$ cat src/rtl/bus_timer.sv
// rtl/bus_timer.sv - memory-mapped countdown timer with one-shot and auto-reload modes
module bus_timer #(
    parameter int WIDTH = 32
) (
    input  logic             clk,
    input  logic             reset,
    input  logic [31:0]      addr,
    input  logic             we,
    input  logic [WIDTH-1:0] wdata,
    output logic [WIDTH-1:0] rdata,
    output logic             irq
);

    typedef enum logic [1:0] {
        S_IDLE = 2'd0,
        S_LOAD = 2'd1,
        S_CNT  = 2'd2,
        S_INT  = 2'd3
    } state_t;

    localparam logic [WIDTH-1:0] C_ONE = WIDTH'(1);

    state_t           r_state;
    state_t           w_next_state;

    logic             r_en;
    logic [1:0]       r_mode;
    logic             r_im;
    logic [WIDTH-1:0] r_preset;
    logic [WIDTH-1:0] r_count;
    logic             r_irq_flag;

    logic             w_wr_ctrl;
    logic             w_wr_preset;
    logic             w_count_load;
    logic             w_count_dec;
    logic             w_count_clr;
    logic             w_flag_set;
    logic             w_flag_release;
    logic             w_en_clr;
    logic             w_unused_addr;

    assign w_wr_ctrl     = we && (addr[3:2] == 2'd0);
    assign w_wr_preset   = we && (addr[3:2] == 2'd1);
    assign w_unused_addr = &{1'b0, addr[31:4], addr[1:0]};

    always_ff @(posedge clk) begin
        if (!reset) begin
            r_state <= S_IDLE;
        end else begin
            r_state <= w_next_state;
        end
    end

    always_comb begin
        w_next_state = r_state;
        case (r_state)
            S_IDLE: begin
                if (r_en) begin
                    w_next_state = S_LOAD;
                end
            end
            S_LOAD: begin
                w_next_state = S_CNT;
            end
            S_CNT: begin
                if (!r_en) begin
                    w_next_state = S_IDLE;
                end else if (r_count <= C_ONE) begin
                    w_next_state = S_INT;
                end
            end
            S_INT: begin
                w_next_state = S_IDLE;
            end
            default: begin
                w_next_state = S_IDLE;
            end
        endcase
    end

    // Only mode 1 auto-reloads; modes 0, 2 and 3 are one-shot.
    always_comb begin
        w_count_load   = 1'b0;
        w_count_dec    = 1'b0;
        w_count_clr    = 1'b0;
        w_flag_set     = 1'b0;
        w_flag_release = 1'b0;
        w_en_clr       = 1'b0;
        case (r_state)
            S_LOAD: begin
                w_count_load = 1'b1;
            end
            S_CNT: begin
                if (r_en) begin
                    if (r_count > C_ONE) begin
                        w_count_dec = 1'b1;
                    end else begin
                        w_count_clr = 1'b1;
                        w_flag_set  = 1'b1;
                        w_en_clr    = (r_mode != 2'd1);
                    end
                end
            end
            S_INT: begin
                w_flag_release = (r_mode == 2'd1);
            end
            default: begin
            end
        endcase
    end

    // A bus write always beats the FSM's own update of CTRL and the flag.
    always_ff @(posedge clk) begin
        if (!reset) begin
            r_en       <= 1'b0;
            r_mode     <= 2'd0;
            r_im       <= 1'b0;
            r_preset   <= '0;
            r_count    <= '0;
            r_irq_flag <= 1'b0;
        end else begin
            if (w_wr_ctrl) begin
                r_en   <= wdata[0];
                r_mode <= wdata[2:1];
                r_im   <= wdata[3];
            end else if (w_en_clr) begin
                r_en <= 1'b0;
            end

            if (w_wr_preset) begin
                r_preset <= wdata;
            end

            if (w_count_load) begin
                r_count <= r_preset;
            end else if (w_count_dec) begin
                r_count <= r_count - C_ONE;
            end else if (w_count_clr) begin
                r_count <= '0;
            end

            if (w_wr_ctrl || w_wr_preset) begin
                r_irq_flag <= 1'b0;
            end else if (w_flag_set) begin
                r_irq_flag <= 1'b1;
            end else if (w_flag_release) begin
                r_irq_flag <= 1'b0;
            end
        end
    end

    always_comb begin
        rdata = '0;
        case (addr[3:2])
            2'd0:    rdata = {{(WIDTH-4){1'b0}}, r_im, r_mode, r_en};
            2'd1:    rdata = r_preset;
            2'd2:    rdata = r_count;
            default: rdata = '0;
        endcase
    end

    assign irq = r_im & r_irq_flag;

endmodule
$ cat config.mk
export PLATFORM = sky130hd
export DESIGN_NAME = bus_timer
export DESIGN_NICKNAME = d
export VERILOG_FILES = /design/src/rtl/bus_timer.sv
export SDC_FILE = /design/constraint.sdc
export NUM_CORES = 1
export LEC_CHECK = 0
export ABC_CLOCK_PERIOD_IN_PS = 2220
export CORE_ASPECT_RATIO = 0.8
export CORE_UTILIZATION = 46
export CTS_BUF_LIST = sky130_fd_sc_hd__clkbuf_8
export DETAILED_ROUTE_END_ITERATION = 6
export HOLD_SLACK_MARGIN = 0.05
export PLACE_DENSITY = 0.89
export SETUP_SLACK_MARGIN = 0.02
export SYNTH_ARGS = -nofsm -noshare
export SYNTH_HDL_FRONTEND = slang
export SYNTH_SLANG_ARGS = --single-unit
$ cat constraint.sdc
create_clock -name clk -period 2.22 [get_ports clk]
set_input_delay 0.333 -clock clk [delete_from_list [all_inputs] [get_ports clk]]
set_output_delay 0.333 -clock clk [all_outputs]
set_load 0.01 [all_outputs]
Yosys cells after proc, flatten, opt, wreduce, memory -nomap -nowiden
Cells that the tools add are included.
{"block": "classes", "add_sub_neg": 1, "n_mul": 0, "div_mod_pow": 0, "n_lt_le_gt_ge": 2, "n_eq_ne": 9, "shift": 0, "muxes": 23, "n_bitwise": 2, "reduce_logical": 10}
{"cell": "$mux 32", "count": 3}
{"cell": "$pmux 32 s3", "count": 1}
{"cell": "$gt 32x1->1 const B", "count": 1}
{"cell": "$le 32x1->1 const B", "count": 1}
{"cell": "$sub 32x1->32 const B", "count": 1}
{"cell": "$mux 1", "count": 15}
{"cell": "$pmux 2 s4", "count": 1}
{"cell": "$eq 2x1->1 const B", "count": 3}
{"cell": "$eq 2x2->1 const B", "count": 3}
{"cell": "$mux 2", "count": 3}
{"cell": "$logic_not 2->1", "count": 2}
{"cell": "$reduce_bool 2->1", "count": 2}
{"cell": "$ne 3x3->1 const B", "count": 1}
{"cell": "$reduce_bool 3->1", "count": 1}
{"cell": "$logic_and 1x1->1", "count": 2}
{"cell": "$ne 2x1->1 const B", "count": 1}
{"cell": "$ne 2x2->1 const B", "count": 1}
{"cell": "$reduce_and 2->1", "count": 1}
{"cell": "$reduce_or 2->1", "count": 1}
{"cell": "$and 1x1->1", "count": 1}
{"cell": "$logic_or 1x1->1", "count": 1}
{"cell": "$not 1->1", "count": 1}
{"block": "totals", "ff_bits": 71, "latch_bits": 0, "ram_bits": 0, "romBits": 0, "inputBits": 67, "out_inout_bits": 33, "wordCells": 54, "memories": 0}

Depth between registers and ports, before layout
Gate-level depths: netlist (run 1).
{"block": "logic_depth", "ltp_word": 7, "mapped_depth": 9}

Worst setup path before layout (run 1)
No wires, ideal clock.
{"block": "synth_timing", "path_type": "flip-flop to flip-flop", "from": "register r_count[0]", "to": "register r_count[28]", "setup_ns": 0.117, "t_arrival_ns": 2.050, "path_slack_ns": 0.052, "path_stages_with_launch": 10, "synth_period_minus_slack_ns": 2.168, "cell_sequence": "dfxtp_1 inv_1 ha_1 nor3b_1 and2_1 buf_2 nand2_1 nor2_1 mux2_2 a32o_1"}
{"block": "synth_via", "elab_chain_len": 6, "word_cells_on_any_way": 11, "cone_classes": "1 x add/sub; 1 x order compare; 8 x mux; 1 x reduce/logical"}
{"item": "from (decl)", "line_no": "30", "rtl": "logic [WIDTH-1:0] r_count;"}
{"item": "from (signal assigned)", "line_no": "136", "rtl": "r_count <= r_preset;"}
{"item": "from (signal assigned)", "line_no": "138", "rtl": "r_count <= r_count - C_ONE;"}
{"item": "$gt 32x1->1", "line_no": "96", "rtl": "if (r_count > C_ONE) begin"}
{"item": "$mux 1", "line_no": "96"}
{"item": "$mux 1", "line_no": "95", "rtl": "if (r_en) begin"}
{"item": "$mux 1", "line_no": "90", "rtl": "case (r_state)"}
{"item": "$mux 32", "line_no": "137", "rtl": "end else if (w_count_dec) begin"}
{"item": "$mux 32", "line_no": "135", "rtl": "if (w_count_load) begin"}
Several ways; a longest one is shown, not always the timed one.
A chain may end at the register's enable or synchronous reset.

Final worst setup path (run 1)
{"block": "layout_timing", "from": "register r_count[17]", "to": "register r_count[21]"}
Same word-level chain as after synthesis.

==> results of run 1 <==
worst paths after layout:
kind	end	slack, ps	cells past startpoint
max	r_count[21]	-60	7
min	r_preset[5]	470	2
max reg2reg	r_count[21]	-60	7
min reg2reg	r_preset[5]	470	2
report_power, final:
| part | internal [uW] | total (uW) | switching [uW] |
|---|---|---|---|
| combinational | 209 | 408 | 199 |
| clock | 480 | 952 | 472 |
| sequential | 1300 | 1320 | 21.3 |
| total | 1990 | 2680 | 693 |
sequential cells by signal, summed over array words and instances (netlist names):
register	cells
r_count	32
r_preset	32
r_mode	2
r_state	2
r_en	1
r_im	1
r_irq_flag	1
critical path, delay by kind of cell (launching register included):
family          cells  cell delay, ps
flops               1             320
simple gates        3            1200
compound gates      2             410
buf+inv             2             280
cells by family after synthesis:
| logic type | Yosys count | share of synthesized area |
|---|---|---|
| adders and majority gates | 2 | 0.00665 |
| muxes | 8 | 0.0216 |
| xor gates and xnor gates | 13 | 0.0302 |
| AOI/OAI and AO/OA | 143 | 0.255 |
| buffers and inverters | 40 | 0.0412 |
| DFF | 71 | 0.378 |
| and+or+nand+nor | 210 | 0.268 |
layout make-up:
cell class	count	area share
clock buffer	12	0.0307
clock inverter	3	0.00210
inverter	5	0.00349
multi-input combinational	376	0.430
sequential	71	0.265
tap	108	0.0252
timing repair buffer	146	0.244
what timing repair did:
action | CTS | global route
pin swaps | 3 | 15
resized for setup | 47 | 25
hold buffers | 0 | 0
cloned | 0 | 0
setup endpoints to repair | 37 | 27
buffers inserted | 3 | 8
metrics by stage:
step / hold WS, ps / power, uW / instances / setup WS [ps]
floorplan: 444 / 1520 / 487 / 52.4
global placement: 455 / 1690 / 695 / -151
detailed placement: 468 / 1700 / 695 / -161
CTS: 478 / 2640 / 713 / 5.24
global route: 499 / 2770 / 721 / -102
finish: 475 / 2680 / 721 / -60.5
metal layers:
metal  track usage  routed length [um]  up-vias
met5             0                   0        -
met4        0.0960                 222        0
met3        0.0707                1220       30
met2         0.464                5880      273
met1         0.401                5480     2027
li1              -                   -     2004
cell usage in the layout (no fill, tap or decap), types with 3 or more instances in the layout:
master and instances:
nor4_4 4, nand2_1 104, xnor2_1 7, buf_6 8, a31oi_1 9, clkbuf_8 12, nand2b_1 4, o22ai_1 6
mux2i_1 7, dfxtp_1 68, nor4_1 4, nor2_1 25, xor2_1 6, buf_12 3, or3_1 5, o21ai_0 11
a22oi_1 8, and3_1 7, a22o_1 30, clkdlybuf4s50_1 35, buf_4 64, a21oi_1 49, dlygate4sd2_1 34, inv_1 7
nand3_1 17, a21o_1 3, o21ai_1 3, nor3_1 9, dfxtp_2 3, nand4_1 4, and2_1 6
==> impl_metrics.yaml, run 1 <==
detailed_routing:
  wl_um: 12800
  num_vias: 4334
  antenna_left: 0
  firstDrtPassIters: 5
  drc: 0
  wire_per_inst_um: 17.8
  drt_iter0_drc: 462
  viasPerCell: 6.01
cts:
  clock_path_buffers: 2
  root_buffer: "clkbuf_8"
  cts_sinks: 71
  clk_latency_ps: 350
  cts_buffers: 9
  tritoncts: "built"
  htree_levels: 3
  path_clk_slew_ps: 80
worst_setup_path:
  worstPathMaxFanout: 3
  cp.required_ps: 2520
  cpPeakStageDelay_ps: 540
  path_cells: "or4_4 -> buf_6 -> or2_4 -> or3_4 -> buf_4 -> a211oi_1 -> o21a_1"
  startpoint_type: "flip-flop"
  worstSetupEndpointType: "flip-flop"
  r2r_start: "r_count[17]"
  crit_arrival_ps: 2580
  criticalPathCategory: "reg -> reg"
  crit_slowest_cell: "or4_4"
  worstSetupStartpoint: "r_count[17]"
sta:
  rsz0062_at_grt: "yes"
  hold_viol_final: 0
  setup_viol: 2
  relSlewSlack: 0.588
  fmax_ghz: 0.439
  setup_ws_ps: -60.5
  slew_violations: 0
  tns_ps: -85.0
  tightest_slew_ps: 618
  fin_worst_skew_ps: 8.50
  finalCritPeriodShare: 1.03
  min_period_ps: 2280
yosys:
  yosysWarnings: 0
  synth_top_area_share: 0.378
  netlist_instances: 487
  synth_area_leader_cell: "dfxtp_1"
  synth.avg_cell_area_um2: 7.73
  synth_common_cells: "nand2_1, dfxtp_1, a21oi_1"
  syn_nets: 556
  netlist_top_cells_area: "dfxtp_1, nand2_1, a22o_1, a21oi_1, clkbuf_1"
  synthFlopType: "dfxtp_1"
  syn_area_mm2: 0.00376
  seq_area_frac_synth: 0.378
  synth_edf_count: 0
  ys_ff_latch: 71
  async_reset_ff_frac: 0
  yosysMostFrequentCell: "nand2_1"
  synth.distinct_cells: 59
placement:
  placed_area_mm2: 0.00497
  dp_hpwl_um: 8550
  globalplace.congestion: 0.967
  numPortBuffers: 69
final_layout:
  fin_area_mm2: 0.00537
  diodes: 0
  fin_nets: 678
  fin_util: 0.676
  ff_latch_area_mm2: 0.00143
  area_growth_pct: 42.7
  fill_cells: 616
  multi_input_area_mm2: 0.00231
  drive_above_1_share: 0.196
power_and_ir_drop:
  irDropWorstVdd_mv: 0.323
  power_density_mw_per_mm2: 499
  p_leak_uw: 0.00234
min_path:
  hp-start: "r_preset[5]"
  hold_path_class: "reg -> reg"
floorplan:
  core_mm2: 0.00795
  ios: 100
  initial_core_util: 0.474
  rows: 29
  die_w_um: 103
  die_height_um: 82.9
  die_area_mm2: 0.00855
grt:
  grt_pass1_vias: 4053
  grt_max_degree: 37
  grt_pass1_wl_um: 19900
  grt_overflow: 0
  antenna_found_initial: 0
  track_usage: 0.297
outcome:
  status: "complete, but fails checks"
  violations: "negative setup slack"
job:
  drv_cap: 0
No activity file was read; power rests on OpenSTA's default activity.
==> run 2: changes to the inputs <==
- CORE_ASPECT_RATIO: 0.8 -> 0.6
==> impl_metrics.yaml, run 2 (same netlist as run 1, synthesis figures left out) <==
detailed_routing:
  drt_iter0_drc: 363
  antenna_left: 0
  firstDrtPassIters: 5
  viasPerCell: 5.92
  wl_um: 12600
  drc: 0
  wire_per_inst_um: 17.7
  num_vias: 4212
sta:
  tightest_slew_ps: 1050
  whs_ps: 477
  setup_viol: 12
  setup_ws_ps: -49.1
  min_period_ps: 2270
  fmax_ghz: 0.441
  slew_violations: 0
  fin_worst_skew_ps: 11.6
  rsz0062_at_grt: "yes"
  relSlewSlack: 0.299
  finalCritPeriodShare: 1.02
  hold_viol_final: 0
grt:
  grt_max_degree: 35
  grt_pass1_vias: 3868
  grt_pass1_wl_um: 19600
  antenna_found_initial: 1
  grt_overflow: 0
  track_usage: 0.296
final_layout:
  area_growth_pct: 41.1
  reg.largest.list: "r_count: 32 flops, r_preset: 32 flops"
  fin_area_mm2: 0.00531
  layout_commonest_cell: "nand2_1"
  diodes: 0
  drive_above_1_share: 0.204
  fin_util: 0.671
  fin_nets: 671
  most-common-layout-cells: "nand2_1, dfxtp_1, buf_4"
  layout.cells.non_filler: 712
cts:
  clock_path_buffers: 2
  hold_buffers: 0
  clk_latency_ps: 360
  root_buffer: "clkbuf_8"
  path_clk_slew_ps: 80
  htree_levels: 3
  tritoncts: "built"
  cts_sinks: 71
  cts_buffers: 9
floorplan:
  die_w_um: 119
  die_area_mm2: 0.00856
  rows: 25
  ios: 100
  core_mm2: 0.00791
  die_height_um: 72.1
  initial_core_util: 0.476
worst_setup_path:
  rrSetupSlack_ps: -50
  criticalPathCategory: "reg -> reg"
  cp.required_ps: 2480
  worstPathMaxFanout: 5
  worstSetupEndpointType: "flip-flop"
  startpoint_type: "flip-flop"
  crit_arrival_ps: 2530
  worstSetupStartpoint: "r_count[17]"
  r2r_start: "r_count[17]"
job:
  drv_cap: 0
outcome:
  status: "complete, but fails checks"
  violations: "negative setup slack"
power_and_ir_drop:
  p_leak_uw: 0.00227
  power_density_mw_per_mm2: 491
  irDropWorstVdd_mv: 0.415
min_path:
  hold_path_class: "reg -> reg"
  hp-start: "r_preset[28]"
placement:
  globalplace.congestion: 0.880
  numPortBuffers: 69
  dp_hpwl_um: 8480
  placed_area_mm2: 0.00497
  place_inst: 690
-- run 2: changes by cell type in the layout (fill, tap and decap cells not counted), moves of 3 or more --
cell / change
buf_4: -4
inv_1: -3
nand3_2: +4
nand3_1: -4
-- run 2: report_power, final --
| group | internal (uW) | leakage [uW] | switching, uW | total [uW] |
|---|---|---|---|---|
| combinational | 200 | 0.00161 | 199 | 399 |
| sequential | 1300 | 0.000576 | 21.5 | 1320 |
| clock | 410 | 0.0000850 | 480 | 890 |
| total | 1910 | 0.00227 | 701 | 2610 |
-- run 2: worst paths after layout --
check / cells past startpoint / to
hold reg to reg: 2 / r_preset[28]
setup / recovery: 8 / r_count[28]
hold / removal: 2 / r_preset[28]
setup reg to reg: 8 / r_count[28]
-- run 2: timing repair --
| item | 4_1_cts | 5_1_grt |
|---|---|---|
| setup endpoints to repair | 47 | 18 |
| pin swaps | 6 | 17 |
| gates resized for setup | 40 | 33 |
| buffers inserted | 6 | 4 |
| hold endpoints to repair | 0 | 0 |
-- run 2: area by class of cell --
class / instances / area, um^2
clock buffer: 10 / 138
clock inverter: 3 / 13.8
fill: 664 / 2600
inverter: 5 / 18.8
multi-input combinational: 376 / 2330
sequential: 71 / 1430
tap: 108 / 135
timing repair buffer: 139 / 1250
-- run 2: layer usage --
layer / GRT usage / share of wire / vias to the layer above
met5: 0 / 0.0010 / -
li1: - / - / 1982
met1: 0.405 / 0.45 / 1979
met4: 0.0816 / 0.013 / 2
met2: 0.452 / 0.44 / 228
met3: 0.0904 / 0.095 / 21
-- run 2: stage by stage --
step	TNS [ps]	worst slack [ps]	power [uW]
after global placement	-2020	-84.9	1690
after floorplan	0	52.4	1520
after detailed placement	-2650	-120	1700
final	-368	-49.1	2610
after global routing	-2070	-119	2710
after CTS	0	0.866	2590
-- run 2: worst max-delay path: stages (launching register included) --
cell	delay, ps
dfxtp_2	320
or4_4	540
buf_6	140
nor4_4	340
nand2_2	190
buf_4	180
o211ai_1	160
nand2_1	80
a32o_1	200
==> run 3: changes to the inputs <==
- GPL_TIMING_DRIVEN: unset -> 0
==> impl_metrics.yaml, run 3 (same netlist as run 1, synthesis figures left out) <==
outcome:
  status: "complete, but fails checks"
  violations: "negative setup slack"
sta:
  min_period_ps: 2300
  hold_viol_final: 0
  finalCritPeriodShare: 1.03
  slew_violations: 0
  fmax_ghz: 0.435
  fin_worst_skew_ps: 7.27
  relSlewSlack: 0.543
  setup_ws_ps: -76.9
  tns_ps: -356
  setup_viol: 9
  tightest_slew_ps: 686
  rsz0062_at_grt: "yes"
detailed_routing:
  viasPerCell: 6.14
  drt_iter0_drc: 490
  firstDrtPassIters: 6
  wire_per_inst_um: 19.7
  drc: 0
  antenna_left: 0
  wl_um: 13900
  num_vias: 4329
cts:
  hold_buffers: 0
  clock_path_buffers: 2
  path_clk_slew_ps: 80
  root_buffer: "clkbuf_8"
  cts_buffers: 9
  cts_sinks: 71
  clk_latency_ps: 360
  tritoncts: "built"
  htree_levels: 3
worst_setup_path:
  crit_buf_inv: 1
  crit_arrival_ps: 2550
  cpPeakStageDelay_ps: 540
  startpoint_type: "flip-flop"
  reg2regPathDepth: 7
  cp.depth: 7
  crit_slowest_cell: "or4_4"
  criticalPathCategory: "reg -> reg"
  worstPathMaxFanout: 5
  cp.required_ps: 2470
  path_cells: "or4_4 -> nor4_4 -> nand2_2 -> buf_4 -> o21ai_4 -> o31ai_1 -> a221o_1"
  worstSetupEndpointType: "flip-flop"
  critPathTopFamily: "simple AND/OR/NAND/NOR gates"
power_and_ir_drop:
  power_density_mw_per_mm2: 523
  p_leak_uw: 0.00224
  irDropWorstVdd_mv: 0.358
final_layout:
  fin_nets: 661
  most-common-layout-cells: "nand2_1, dfxtp_1, clkdlybuf4s50_1"
  layout_commonest_cell: "nand2_1"
  fill_cells: 682
  fin_util: 0.668
  fin_area_mm2: 0.00529
  multi_input_area_mm2: 0.00237
  ff_latch_area_mm2: 0.00144
  area_growth_pct: 40.5
  diodes: 0
  drive_above_1_share: 0.173
  reg.largest.list: "r_count: 32 flops, r_preset: 32 flops"
min_path:
  hold_path_class: "in -> reg"
  whs_path_depth: 3
floorplan:
  rows: 25
  die_w_um: 119
  initial_core_util: 0.476
  core_mm2: 0.00791
  die_area_mm2: 0.00856
  die_height_um: 72.1
  ios: 100
grt:
  track_usage: 0.321
  grt_pass1_wl_um: 20700
  grt_pass1_vias: 3825
  grt_max_degree: 12
  antenna_found_initial: 0
  grt_overflow: 0
placement:
  post-place-ws_ps: -938
  placed_area_mm2: 0.00457
  dp_hpwl_um: 9380
  globalplace.congestion: 0.963
  numPortBuffers: 67
job:
  drv_cap: 0
[run 3: cell count changes in the layout (fill, tap and decap cells not counted), sizes merged]
cell	delta
inv	+1
clkdlybuf4s15	+1
clkdlybuf4s50	+18
dlymetal6s2s	+10
dlygate4sd2	-31
bufinv	+1
clkinv	+1
buf	-35
clkbuf	+27
[run 3: final timing paths]
path               startpoint     endpoint  slack (ps)
setup reg to reg  r_count[23]   r_count[5]         -80
setup / recovery  r_count[23]   r_count[5]         -80
hold reg to reg   r_preset[2]  r_preset[2]         480
hold / removal          reset   r_irq_flag         400
[run 3: cell type report]
| cell class | instances | area share |
|---|---|---|
| Inverter | 5 | 0.00355 |
| Clock inverter | 6 | 0.00993 |
| Multi-Input combinational cell | 376 | 0.448 |
| Clock buffer | 10 | 0.0260 |
| Buffer | 33 | 0.0397 |
| Timing Repair Buffer | 96 | 0.175 |
| Sequential cell | 71 | 0.271 |
| Tap cell | 108 | 0.0255 |
[run 3: what timing repair did]
action / in CTS / in global routing
endpoints found under the setup margin: 87 / 60
resized for setup: 54 / 44
pin swaps: 7 / 9
buffers inserted: 17 / 12
[run 3: metal layers]
metal	GRT usage	routed length [um]	share of wire	vias to the layer above
met5	0	0	0	-
met4	0.122	289	0.021	0
met3	0.0660	1520	0.11	30
met2	0.485	6020	0.43	284
met1	0.451	6070	0.44	2044
li1	-	-	-	1971
[run 3: where the power goes]
part	internal, uW	total [uW]	switching (uW)	leakage, uW
registers	1300	1320	24.3	0.000579
logic	199	408	209	0.00155
clock network	536	1040	502	0.000108
total	2030	2770	735	0.00224
[run 3: through the flow]
stage          power [uW]  hold slack (ps)  instances
2_1_floorplan        1520              444        487
3_3_place_gp         1660              457        662
3_5_place_dp         1670              466        662
4_1_cts              2720              379        693
5_1_grt              2850              444        705
6_report             2770              402        705
[run 3: worst min-delay path: stages]
cell      delay, ps
clkbuf_1        230
nand2_1         120
a21oi_1          40
==> patch 1 (config.mk and constraints of run 2) <==
Set the parameter `WIDTH` to 48 (it was 32).
--- a/src/rtl/bus_timer.sv
+++ b/src/rtl/bus_timer.sv
@@ -1,6 +1,6 @@
 // rtl/bus_timer.sv - memory-mapped countdown timer with one-shot and auto-reload modes
 module bus_timer #(
-    parameter int WIDTH = 32
+    parameter int WIDTH = 48
 ) (
     input  logic             clk,
     input  logic             reset,
Ports: changed (resized rdata and wdata); port bits go from 100 to 132. No check against the original RTL was run, so the function may have changed too.
==> patch 1 against run 2 <==
- die area rose by 44%
- largest cell class unchanged
- setup slack improved by 7.1 ps
- power rose by 41%
- wire length rose by 44%
- synthesized area rose by 45%
- design area rose by 45%
- the flow still finishes with violations (negative setup slack)
- synthesized cell count rose by 46%
- sequential share of layout area barely moved
- sequential cell count rose by 32
==> patch 1: results (changes against run 2) <==
* Outcome: finished with violations
* Failing checks: negative setup slack
* ClkCell Share at 2.45% (-0.40 points)
* WL/cell at 17.6 um (-0.82%)
* Share of layout cells above drive strength 1 at 18.6% (-1.8 points)
* Sequential cell area share at 26.8% (about the same)
* Biggest regs: r_count x48, r_preset x48
* Met1 usage at 44.3% (+3.8 points)
* 1st-iter DRT viols at 768 (+110%)
* Post-synthesis sequential area ratio at 37.9% (+0.097 points)
* WL met2 at 7560 um (+35%)
* Hold Path Stages at 3 (+1)
* Largest net degree at the start of global routing at 55 (+57%)
* Worst-skew pair later-pin latency at 390 ps (+30 ps)
* Pleak at 3.54 nW (+56%)
* Highest metal used: met4
* Area of the multi-input gates at 3330 sq um (+43%)
* First-pass GRT wire length at 28,400 um (+45%)
* Peak fanout along the critical path at 3 (-2)
* Relative slew slack at 66.1% (+36 points)
* FF-to-FF Start: r_count[2]$_SDFFE_PN0P_
* Setup tns final at -42.0 ps (+326 ps)
* Comb_multi_in at 544 (+45%)
* Reg2Reg Depth at 6 (-2)
* Critical path endpoint: r_count[13]$_SDFFE_PN0P_
* Number of fillers in the final layout at 929 (+40%)
* Final core occ at 67.6% (+0.47 points)
* Hold Path End: r_preset[21]$_SDFFE_PN0P_
* Fin worst setup slack at -42.0 ps (+7.10 ps)
* Initial antenna violation count at 0 (-1)
* Buffering overhead at 24.6% (+1.1 points)
* M3 GR Usage at 5.41% (-3.6 points)
* Clk slew on worst S/H paths at 100 ps (+20 ps)
* Setup WS pre-CTS at -205 ps (-85.6 ps)
* Met2 usage at 42.6% (-2.6 points)
* Main area contributors after synthesis: dfxtp_1 (38%), nand2_1 (11%), a22o_1 (7.1%)
* Worst Min Path Start: wdata[21]
* Met3 WL post-DR at 1880 um (+56%)
* Worst VDD drop at 0.000303 V (-27%)
* Final HPWL DP at 12,700 um (+49%)
* Setup violators final at 1 (-11)
* Share of the synthesized area in the top cell type at 37.9% (+0.097 points)
-- patch 1: changes by cell type after synthesis, moves of 7 or more --
cell,before,now
o22ai_1,6,13
a22o_1,30,44
clkbuf_1,29,47
dfxtp_1,71,103
a21oi_1,49,71
nor3_1,10,26
nand2_1,105,155
xor2_1,6,19
nand3_1,17,24
-- patch 1: cell families after synthesis --
group	Yosys count	synth area share, %
compound gates	192	23.2
xor+xnor	29	4.80
fa+ha+maj	2	0.459
buf+inv	66	5.05
flops	103	37.9
mux	7	1.29
simple gates	314	27.4
-- patch 1: timing repair --
action / CTS / global route
pin swaps: 6 / 17
buffers inserted: 1 / 9
setup endpoints to repair: 90 / 52
cloned: 0 / 1
gates resized for setup: 51 / 59
-- patch 1: power breakdown --
part / total [W] / leakage, nW / internal (W) / switching (W)
registers: 0.00191 / 0.836 / 0.00188 / 0.0000309
logic: 0.000582 / 2.60 / 0.000295 / 0.000287
clock network: 0.00120 / 0.105 / 0.000539 / 0.000658
==> patch 2 (settings of run 2) <==
Made on the original files. Add an input register stage for `addr`, `we` and `wdata`, without a reset; this delays them by one clock.
--- a/src/rtl/bus_timer.sv
+++ b/src/rtl/bus_timer.sv
@@ -20,6 +20,16 @@
 
     localparam logic [WIDTH-1:0] C_ONE = WIDTH'(1);
 
+    logic [31:0] addr_q;
+    logic we_q;
+    logic [WIDTH-1:0] wdata_q;
+
+    always_ff @(posedge clk) begin
+        addr_q  <= addr;
+        we_q    <= we;
+        wdata_q <= wdata;
+    end
+
     state_t           r_state;
     state_t           w_next_state;
 
@@ -40,9 +50,9 @@
     logic             w_en_clr;
     logic             w_unused_addr;
 
-    assign w_wr_ctrl     = we && (addr[3:2] == 2'd0);
-    assign w_wr_preset   = we && (addr[3:2] == 2'd1);
-    assign w_unused_addr = &{1'b0, addr[31:4], addr[1:0]};
+    assign w_wr_ctrl     = we_q && (addr_q[3:2] == 2'd0);
+    assign w_wr_preset   = we_q && (addr_q[3:2] == 2'd1);
+    assign w_unused_addr = &{1'b0, addr_q[31:4], addr_q[1:0]};
 
     always_ff @(posedge clk) begin
         if (!reset) begin
@@ -121,15 +131,15 @@
             r_irq_flag <= 1'b0;
         end else begin
             if (w_wr_ctrl) begin
-                r_en   <= wdata[0];
-                r_mode <= wdata[2:1];
-                r_im   <= wdata[3];
+                r_en   <= wdata_q[0];
+                r_mode <= wdata_q[2:1];
+                r_im   <= wdata_q[3];
             end else if (w_en_clr) begin
                 r_en <= 1'b0;
             end
 
             if (w_wr_preset) begin
-                r_preset <= wdata;
+                r_preset <= wdata_q;
             end
 
             if (w_count_load) begin
@@ -152,7 +162,7 @@
 
     always_comb begin
         rdata = '0;
-        case (addr[3:2])
+        case (addr_q[3:2])
             2'd0:    rdata = {{(WIDTH-4){1'b0}}, r_im, r_mode, r_en};
             2'd1:    rdata = r_preset;
             2'd2:    rdata = r_count;
Behaviour: not the same (a bounded check fails within 4 cycles, from zero or initial values and one cycle with reset low).
==> patch 2 against run 2 <==
- the run still ends with negative setup slack left
- wire length rose by 13%
- setup slack worse by 77 ps
- sequential cell count rose by 35
- synthesized area increased by 22%
- critical path depth decreased by 2
- design area grew 15%
- non-clock buffer count is 9 lower
- combinational power is 18% higher
- power grew 43%
- critical path type unchanged
==> patch 2: results (changes against run 2) <==
* Arr. time, crit path at 2610 ps (+80 ps)
* 1st-iter DRT viols at 575 (+58%)
* M3 GR Usage at 8.56% (-0.48 points)
* Setup tns final at -1980 ps (-1610 ps)
* Pleak at 2.51 nW (+10%)
* Adder-cell share of the synthesized area at 0.547% (-0.12 points)
* Fin worst setup slack at -126 ps (-77.3 ps)
* Placed cell areas at 5700 sq um (+15%)
* Finished layout cell area at 6090 sq um (+15%)
* Met2 usage at 42.7% (-2.5 points)
* Comb_multi_in at 380 (+1.1%)
* Sequential power share at 53.5% (+2.9 points)
* XOR/XNOR Fraction of Synth Area at 2.87% (-0.15 points)
* WL/cell at 18.5 um (+4.4%)
* Compound-cell area share of the yosys netlist at 20.1% (-5.4 points)
* Failing checks: negative setup slack
* Fraction of area in multi-input gates at 38.7% (-5.2 points)
* Buffering overhead at 19.9% (-3.6 points)
* Syn nets at 606 (+9.0%)
* Clk slew on worst S/H paths at 100 ps (+20 ps)
* WL met2 at 6290 um (+12%)
* Worst-skew pair later-pin latency at 380 ps (+20 ps)
* Biggest regs: r_count x32, r_preset x32, wdata_q x32
* Outcome: finished with violations
* Share of layout cells above drive strength 1 at 16.3% (-4.0 points)
* Sequential Area at 2130 sq um (+50%)
* Peak fanout along the critical path at 7 (+2)
* Setup violators final at 30 (+18)
* NumNets Final at 701 (+4.5%)
* Post-route clock skew at 12.3 ps (+0.672 ps)
* Post-synthesis sequential area ratio at 46.4% (+8.6 points)
* Met1 usage at 37.2% (-3.3 points)
* Largest stage delay on the critical path at 580 ps (+40 ps)
* Setup WS pre-CTS at -158 ps (-38.2 ps)
* Final GP Congestion at 0.910 (+3.4%)
* Dpl cells at 744 (+7.8%)
-- patch 2: worst paths after layout --
kind                       startpoint                         to  slack, ps  cells past startpoint
max reg2reg  r_count[28]$_SDFFE_PN0P_   r_count[29]$_SDFFE_PN0P_       -130                      6
min                          wdata[3]         wdata_q[3]$_DFF_P_        380                      1
max          r_count[28]$_SDFFE_PN0P_   r_count[29]$_SDFFE_PN0P_       -130                      6
min reg2reg       wdata_q[12]$_DFF_P_  r_preset[12]$_SDFFE_PN0P_        440                      2
-- patch 2: what timing repair did --
item,in CTS,in global routing
buffers inserted,4,1
gates cloned,2,0
pin swaps,4,4
setup endpoints to repair,61,37
resized for setup,41,18
-- patch 2: kinds of logic (layout without fill, tap and decap cells) --
kind of cell,after synthesis,in the layout
AND/OR/NAND/NOR,218,218
AO/OA/AOI/OAI,138,138
flip-flops,106,106
buffers and inverters,51,151
XOR/XNOR,15,15
multiplexers,7,7
adder cells (fa/ha/maj),2,2
